## src/rtl/debounce_multi_if.sv

```systemverilog
// Front-panel button bundle: raw levels in, debounced level and strobes out.
// The master side (panel/bench) drives the raw buttons, the slave side
// (the conditioner) drives everything else.
interface debounce_multi_if #(
    parameter int WIDTH = 4
);
    logic [WIDTH-1:0] button;     // raw asynchronous levels, 1 = pressed
    logic [WIDTH-1:0] debounced;  // conditioned level per channel
    logic [WIDTH-1:0] rise;       // one clock on debounced 0->1
    logic [WIDTH-1:0] fall;       // one clock on debounced 1->0
    logic [WIDTH-1:0] press;      // rise plus every auto-repeat event

    modport master (
        output button,
        input  debounced,
        input  rise,
        input  fall,
        input  press
    );

    modport slave (
        input  button,
        output debounced,
        output rise,
        output fall,
        output press
    );
endinterface

```

## src/rtl/debounce_multi.sv

```systemverilog
// N-channel push-button conditioner: two-flop synchroniser, stable-time
// debounce, single-cycle rise/fall strobes and an optional auto-repeat press
// strobe for held buttons. Channels are fully independent.
module debounce_multi #(
    parameter int WIDTH         = 4,
    parameter int STABLE_CYCLES = 250000,
    parameter int REPEAT_DELAY  = 0,
    parameter int REPEAT_PERIOD = 50000,
    parameter int CNT_W         = 18
) (
    input logic             clk,
    input logic             reset,
    debounce_multi_if.slave bus
);

    typedef enum logic [1:0] {
        ST_IDLE   = 2'd0,
        ST_DELAY  = 2'd1,
        ST_REPEAT = 2'd2
    } rpt_state_t;

    // Terminal counts; a counter reaching its *_LAST value fires on that edge.
    localparam logic [CNT_W-1:0] STABLE_LAST = CNT_W'(STABLE_CYCLES - 1);
    localparam logic [CNT_W-1:0] DELAY_LAST  = CNT_W'(REPEAT_DELAY - 1);
    localparam logic [CNT_W-1:0] PERIOD_LAST = CNT_W'(REPEAT_PERIOD - 1);
    localparam bit               REPEAT_EN   = (REPEAT_DELAY != 0);

    // Synchroniser stages; only sync0 is used downstream.
    logic [WIDTH-1:0] sync1;
    logic [WIDTH-1:0] sync0;

    // Debounce state and registered strobes.
    logic [WIDTH-1:0] deb_q;
    logic [WIDTH-1:0] rise_q;
    logic [WIDTH-1:0] fall_q;
    logic [WIDTH-1:0] press_q;

    // Per-channel counters and repeat state.
    logic [CNT_W-1:0] stable_cnt [WIDTH];
    logic [CNT_W-1:0] hold_cnt   [WIDTH];
    rpt_state_t       rpt_state  [WIDTH];

    // Decisions taken on the current edge.
    logic [WIDTH-1:0] flip;        // debounced level changes this edge
    logic [WIDTH-1:0] flip_up;     // ... and becomes 1
    logic [WIDTH-1:0] flip_down;   // ... and becomes 0
    logic [WIDTH-1:0] repeat_hit;  // auto-repeat strobe due next clock

    // Bring the raw asynchronous levels into the clock domain.
    // NOTE: sequential state always uses non-blocking assignments so every
    // flop samples the pre-edge value of its neighbours, which is what makes
    // sync1 -> sync0 a real two-stage shift rather than a single wire.
    always_ff @(posedge clk or negedge reset) begin
        if (!reset) begin
            sync1 <= '0;
            sync0 <= '0;
        end else begin
            sync1 <= bus.button;
            sync0 <= sync1;
        end
    end

    // Work out which channels toggle and which owe a repeat strobe this edge.
    // NOTE: every output of this block gets a default first, so no path can
    // leave a bit unassigned and infer a latch.
    always_comb begin
        flip       = '0;
        flip_up    = '0;
        flip_down  = '0;
        repeat_hit = '0;
        for (int i = 0; i < WIDTH; i++) begin
            flip[i]      = (sync0[i] != deb_q[i]) && (stable_cnt[i] == STABLE_LAST);
            flip_up[i]   = flip[i] & ~deb_q[i];
            flip_down[i] = flip[i] &  deb_q[i];
            case (rpt_state[i])
                ST_DELAY:  repeat_hit[i] = (hold_cnt[i] == DELAY_LAST);
                ST_REPEAT: repeat_hit[i] = (hold_cnt[i] == PERIOD_LAST);
                default:   repeat_hit[i] = 1'b0;
            endcase
            // A release always wins over a repeat falling due on the same edge.
            repeat_hit[i] = repeat_hit[i] && REPEAT_EN && !flip_down[i];
        end
    end

    // Stable-time counter: counts consecutive disagreeing clocks, clears on
    // agreement or when the debounced level flips, so it never wraps.
    // NOTE: the counter arrays are real control state, not storage, so they
    // are cleared on reset like any other flop.
    always_ff @(posedge clk or negedge reset) begin
        if (!reset) begin
            for (int i = 0; i < WIDTH; i++) begin
                stable_cnt[i] <= '0;
            end
        end else begin
            for (int i = 0; i < WIDTH; i++) begin
                if (sync0[i] == deb_q[i] || flip[i]) begin
                    stable_cnt[i] <= '0;
                end else begin
                    stable_cnt[i] <= stable_cnt[i] + CNT_W'(1);
                end
            end
        end
    end

    // Debounced level and its edge strobes, all landing on the same clock.
    always_ff @(posedge clk or negedge reset) begin
        if (!reset) begin
            deb_q  <= '0;
            rise_q <= '0;
            fall_q <= '0;
        end else begin
            deb_q  <= deb_q ^ flip;
            rise_q <= flip_up;
            fall_q <= flip_down;
        end
    end

    // Auto-repeat FSM with its hold counter and the registered press strobe.
    always_ff @(posedge clk or negedge reset) begin
        if (!reset) begin
            press_q <= '0;
            for (int i = 0; i < WIDTH; i++) begin
                rpt_state[i] <= ST_IDLE;
                hold_cnt[i]  <= '0;
            end
        end else begin
            press_q <= flip_up | repeat_hit;
            for (int i = 0; i < WIDTH; i++) begin
                if (!REPEAT_EN || flip_down[i]) begin
                    rpt_state[i] <= ST_IDLE;
                    hold_cnt[i]  <= '0;
                end else begin
                    case (rpt_state[i])
                        ST_IDLE: begin
                            hold_cnt[i] <= '0;
                            if (flip_up[i]) begin
                                rpt_state[i] <= ST_DELAY;
                            end
                        end
                        ST_DELAY: begin
                            if (repeat_hit[i]) begin
                                rpt_state[i] <= ST_REPEAT;
                                hold_cnt[i]  <= '0;
                            end else begin
                                hold_cnt[i] <= hold_cnt[i] + CNT_W'(1);
                            end
                        end
                        ST_REPEAT: begin
                            if (repeat_hit[i]) begin
                                hold_cnt[i] <= '0;
                            end else begin
                                hold_cnt[i] <= hold_cnt[i] + CNT_W'(1);
                            end
                        end
                        default: begin
                            rpt_state[i] <= ST_IDLE;
                            hold_cnt[i]  <= '0;
                        end
                    endcase
                end
            end
        end
    end

    assign bus.debounced = deb_q;
    assign bus.rise      = rise_q;
    assign bus.fall      = fall_q;
    assign bus.press     = press_q;

endmodule

```

## src/flat_wrapper.sv

```systemverilog
// flat-port wrapper written by rule: the top's interface ports become plain ports
module debounce_multi_flat 
#(
    parameter int WIDTH         = 4,
    parameter int STABLE_CYCLES = 250000,
    parameter int REPEAT_DELAY  = 0,
    parameter int REPEAT_PERIOD = 50000,
    parameter int CNT_W         = 18
)
  (clk, reset, bus_button, bus_debounced, bus_rise, bus_fall, bus_press);
  debounce_multi_if #(.WIDTH(WIDTH)) bus_i ();
  input logic clk;
  input logic reset;
  input wire logic [$bits(bus_i.button)-1:0] bus_button;
  output wire logic [$bits(bus_i.debounced)-1:0] bus_debounced;
  output wire logic [$bits(bus_i.rise)-1:0] bus_rise;
  output wire logic [$bits(bus_i.fall)-1:0] bus_fall;
  output wire logic [$bits(bus_i.press)-1:0] bus_press;
  assign bus_i.button = bus_button;
  assign bus_debounced = bus_i.debounced;
  assign bus_rise = bus_i.rise;
  assign bus_fall = bus_i.fall;
  assign bus_press = bus_i.press;
  debounce_multi #(.WIDTH(WIDTH), .STABLE_CYCLES(STABLE_CYCLES), .REPEAT_DELAY(REPEAT_DELAY), .REPEAT_PERIOD(REPEAT_PERIOD), .CNT_W(CNT_W)) u_core (.clk(clk), .reset(reset), .bus(bus_i));
endmodule
```

## config.mk

```make
export PLATFORM = sky130hd
export DESIGN_NAME = debounce_multi_flat
export DESIGN_NICKNAME = d
export VERILOG_FILES = /design/src/rtl/debounce_multi_if.sv /design/src/rtl/debounce_multi.sv /design/src/flat_wrapper.sv
export SDC_FILE = /design/constraint.sdc
export NUM_CORES = 1
export LEC_CHECK = 0
export CORE_AREA = 3 3 108 110
export DETAILED_ROUTE_END_ITERATION = 6
export DIE_AREA = 0 0 111 113
export PLACE_DENSITY = 0.58
export RECOVER_POWER = 25
export SLEW_MARGIN = 10
export SYNTH_ARGS = -nofsm -noshare
export SYNTH_HDL_FRONTEND = slang
export SYNTH_SLANG_ARGS = --single-unit
```

## constraint.sdc

```tcl
create_clock -name clk -period 3.4 [get_ports clk]
set_clock_uncertainty 0.05 [all_clocks]
set_input_delay 0.68 -clock clk [delete_from_list [all_inputs] [get_ports clk]]
set_output_delay 0.68 -clock clk [all_outputs]
set_load 0.01 [all_outputs]
```

; ---- After elaboration in Yosys (flattened, before gate mapping)
; Cells that the tools add are included.
[totals]
regBits = 92
in_bits = 6
out_inout_bits = 16
elab_cells = 50
[classes]
addsub = 4
eq_ne = 12
muxes = 4
bitwise = 13
n_reduce_logical = 8
[op_table]
columns = operator, n
row1 = adder 18 x 1 -> 18 bit (second input constant), 4
row2 = equality test 18 bit (second input constant), 4
row3 = 2-to-1 mux 18 bit, 4
row4 = AND 1 bit, 8
row5 = equality test 1 bit, 4
row6 = logical AND 1 bit, 4
row7 = logical OR 1 bit, 4
row8 = inequality test 1 bit, 4
row9 = inverter 1 bit, 4
row10 = bitwise XOR 4 bit, 1

; ---- Depth between registers and ports, before layout
[logic_depth]
word_depth = 4
ltp_mapped = 7
ltp_nobuf = 5

; ---- Worst setup path before layout
; Ideal clock, no wire load.
[synth_path]
path_type = flip-flop to flip-flop
startpoint = reg u_core.stable_cnt[27] in the netlist's numbering
endpoint = reg (tool-made name)
setup_time_ns = 0.125
arrival_ns = 1.753
t_required_ns = 3.225
slack_ns = 1.472
path_stages_with_launch = 5
n_path_buf = 0
synth_period_minus_slack_ns = 1.928
path_cell_list = dfrtp_1 -> nor4_1 -> nand4_1 -> or4_4 -> mux2_4
[synth_lines]
columns = item, line
row1 = start: declaration, debounce_multi.sv:39  ; logic [CNT_W-1:0] stable_cnt [WIDTH];
row2 = start signal: indexed assignment, debounce_multi.sv:99  ; stable_cnt[i] <= stable_cnt[i] + CNT_W'(1);

; ---- Final worst setup path
[layout_path]
startpoint = reg u_core.stable_cnt[31] in the netlist's numbering
endpoint = reg u_core.stable_cnt[25] in the netlist's numbering
[layout_between]
elab_chain_len = 4
[layout_lines]
columns = item, line
row1 = equality test 18 bit, debounce_multi.sv:72  ; flip[i] = (sync0[i] != deb_q[i]) && (stable_cnt[i] == STABLE_LAST);
row2 = logical AND 1 bit, debounce_multi.sv:72
row3 = logical OR 1 bit, debounce_multi.sv:96  ; if (sync0[i] == deb_q[i] || flip[i]) begin
row4 = 2-to-1 mux 18 bit, debounce_multi.sv:96
; Every way passes these cells.

==> impl_metrics.json <==
{
  "ys_top_cells_by_count": "92 x dfrtp_1, 81 x nor2_1, 49 x xnor2_1, 26 x nand3_1, 20 x nand4_1",
  "ys.flop_type": "dfrtp_1",
  "rows": 38,
  "synth_most_common_cell": "dfrtp_1",
  "p_seq_share_pct": 57.7,
  "dieHeight_um": 113,
  "switchingPower_uw": 439,
  "fmax_ghz": 0.467,
  "gr-total-overflow": 0,
  "yosys.area.top_type": "dfrtp_1",
  "place.gp.congestion": 0.772,
  "ir_drop_v": 0.000268,
  "fin_crit_sh_pct": 63.0,
  "setup_viol": 0,
  "drv_slew": 0,
  "drt_iter0_markers": 141,
  "cts_sinks": 92,
  "finalSetupTns_ns": 0,
  "dr.pass1.iters": 4,
  "slew_headroom_pct": 2.41,
  "switching_share_pct": 22.5,
  "die_w_um": 111,
  "via_per_inst": 5.01,
  "ys_seq_area_share_pct": 53.9,
  "synthCells": 414,
  "comb_power_share_pct": 3.4,
  "io-pin-count": 22,
  "cts_max_path_buffers": 2,
  "drv_cap": 0,
  "clk_pin_slew_ns": 0.09,
  "yosysWarnings": 0,
  "synth.distinct_cells": 37,
  "cp_cell_sequence": "nor4_1 -> nand4_1 -> o41ai_4 -> nor2_1",
  "post-route-util_pct": 44.7,
  "clock_power_share_pct": 38.9,
  "crit_path_max_incr_delay_ns": 0.88,
  "syn_to_final_growth_pct": 12.9,
  "cp-end-kind": "flip-flop",
  "syn_area_mm2": 0.00427,
  "synth_top_area_share_pct": 53.9,
  "status": "finished, final reports clean",
  "syn_area_per_cell_um2": 10.3,
  "finalNetCount": 447,
  "yosys_register_bits": 92,
  "ctsHtreeMaxLevel": 3,
  "p_int_mw": 1.51,
  "antenna_found_initial": 0,
  "cp-start-kind": "flip-flop",
  "grt_max_degree": 60,
  "worstMarginPinSlew_ns": 1.46,
  "wl_um": 7550,
  "slowest_stage": "o41ai_4",
  "synth_edf_count": 0,
  "cp.required_ns": 3.55,
  "synth.area.top_cells": "dfrtp_1 54%, xnor2_1 10%, nor2_1 7.1%",
  "clock_latency_ns": 0.35,
  "p_leak_nw": 1.88,
  "power_density_mw_per_mm2": 405,
  "hold_buffers": 0,
  "hpwl_um": 5110,
  "grtUsageTotal_pct": 12.9,
  "critPathKind": "reg2reg",
  "power.total_mw": 1.95,
  "synthArstFlopShare_pct": 100,
  "cts_made_buffers": 9,
  "core_mm2": 0.0108,
  "min_path_type": "reg2reg",
  "dieArea_mm2": 0.0125,
  "drc": 0,
  "initial_utilization_pct": 39.6,
  "wire_per_inst_um": 13.0,
  "port_buffers": 21,
  "layout_min_cycle_time_ns": 2.14,
  "diodes": 0,
  "clockRootBuffer": "clkbuf_8",
  "critPathArrivalTime_ns": 2.29,
  "cts_tree": "built",
  "worstPathMaxFanout": 16,
  "syn-num-nets": 424,
  "drtAntennaViolNets": 0,
  "rsz0062_at_grt": "no",
  "grt_pass1_wl_um": 13500,
  "cts_resized": 0,
  "grt_pass1_vias": 2901,
  "cts_setup_buffers": 0,
  "drive_above_1_share_pct": 6.33,
  "finalHoldViolCount": 0,
  "vias": 2918
}
[worst max-delay path: cells and delay by family, from the launching register on]
kind               cells  cell delay (ns)
and+or+nand+nor        3             0.60
DFF                    1             0.45
AOI/OAI and AO/OA      1             0.88
[cell type report]
class,instances,area [um^2]
multi-input combinational,298,1850
clock buffer,11,151
clock inverter,5,58.8
tap,140,175
fill,1020,5970
inverter,13,48.8
timing repair buffer,23,233
sequential,92,2300
[cells in the final DEF, fill, tap and decap left out, drive strengths merged, types with 14 or more instances in the layout]
master and instances:
nand2 19, clkdlybuf4s50 16, nor4 19, inv 14, nand4 20, nor2 81
xnor2 49, nor3 14, dfrtp 92, nand3 26
[state kept, by name (all words and copies together) (netlist names), named ones only]
name and flops:
u_core.bus.fall 4, u_core.sync1 4, u_core.bus.rise 4, u_core.stable_cnt 72, u_core.sync0 4
[per-stage QoR]
step                      instances  hold WS, ns  area (um^2)  setup slack, ns
after floorplan                 414        0.281         4270             1.47
after global placement          566        0.283         4610             1.30
after detailed placement        566        0.288         4610             1.23
after CTS                       582        0.310         4820             1.21
after global routing            582        0.312         4820             1.02
final                           582        0.307         4820             1.26
[per-layer routing]
metal	track usage, %	part of all wire (%)	vias up
li1	-	-	1475
met1	17.7	51	1405
met2	20.5	45	34
met3	3.80	3.0	4
met4	3.20	0.74	0
met5	0	0	-
[worst paths after layout]
| path | startpoint | endpoint | slack [ns] | cells past startpoint |
|---|---|---|---|---|
| worst max-delay path | u_core.stable_cnt[31]$_DFF_PN0_ | u_core.stable_cnt[25]$_DFF_PN0_ | 1.26 | 4 |
| worst min-delay path | u_core.sync1[0]$_DFF_PN0_ | u_core.sync0[0]$_DFF_PN0_ | 0.31 | 0 |
| worst max register to register | u_core.stable_cnt[31]$_DFF_PN0_ | u_core.stable_cnt[25]$_DFF_PN0_ | 1.26 | 4 |
| worst min register to register | u_core.sync1[0]$_DFF_PN0_ | u_core.sync0[0]$_DFF_PN0_ | 0.31 | 0 |
| max in group asynchronous | reset | asynchronous set/reset pin | 1.80 | 1 |
| min in group asynchronous | reset | u_core.stable_cnt[39]$_DFF_PN0_ | 0.62 | 1 |
[logic make-up after synthesis]
logic type               Yosys count  synth area share (%)
AO/OA/AOI/OAI                     14                  2.49
adder cells (fa/ha/maj)            4                  1.17
multiplexers                       6                  1.61
AND/OR/NAND/NOR                  212                  25.4
buffers and inverters             24                  2.75
flip-flops                        92                  53.9
XOR/XNOR                          62                  12.7
[power by group through the flow]
stage | registers (mW) | clock network [mW] | logic, mW
after floorplan | 1.14 | 0 | 0.0338
after global placement | 1.15 | 0 | 0.0693
after detailed placement | 1.15 | 0 | 0.0701
after CTS | 1.13 | 0.799 | 0.0707
after global routing | 1.13 | 0.836 | 0.0789
final | 1.13 | 0.760 | 0.0659
Note: power is estimated with default switching activity, not from simulation.
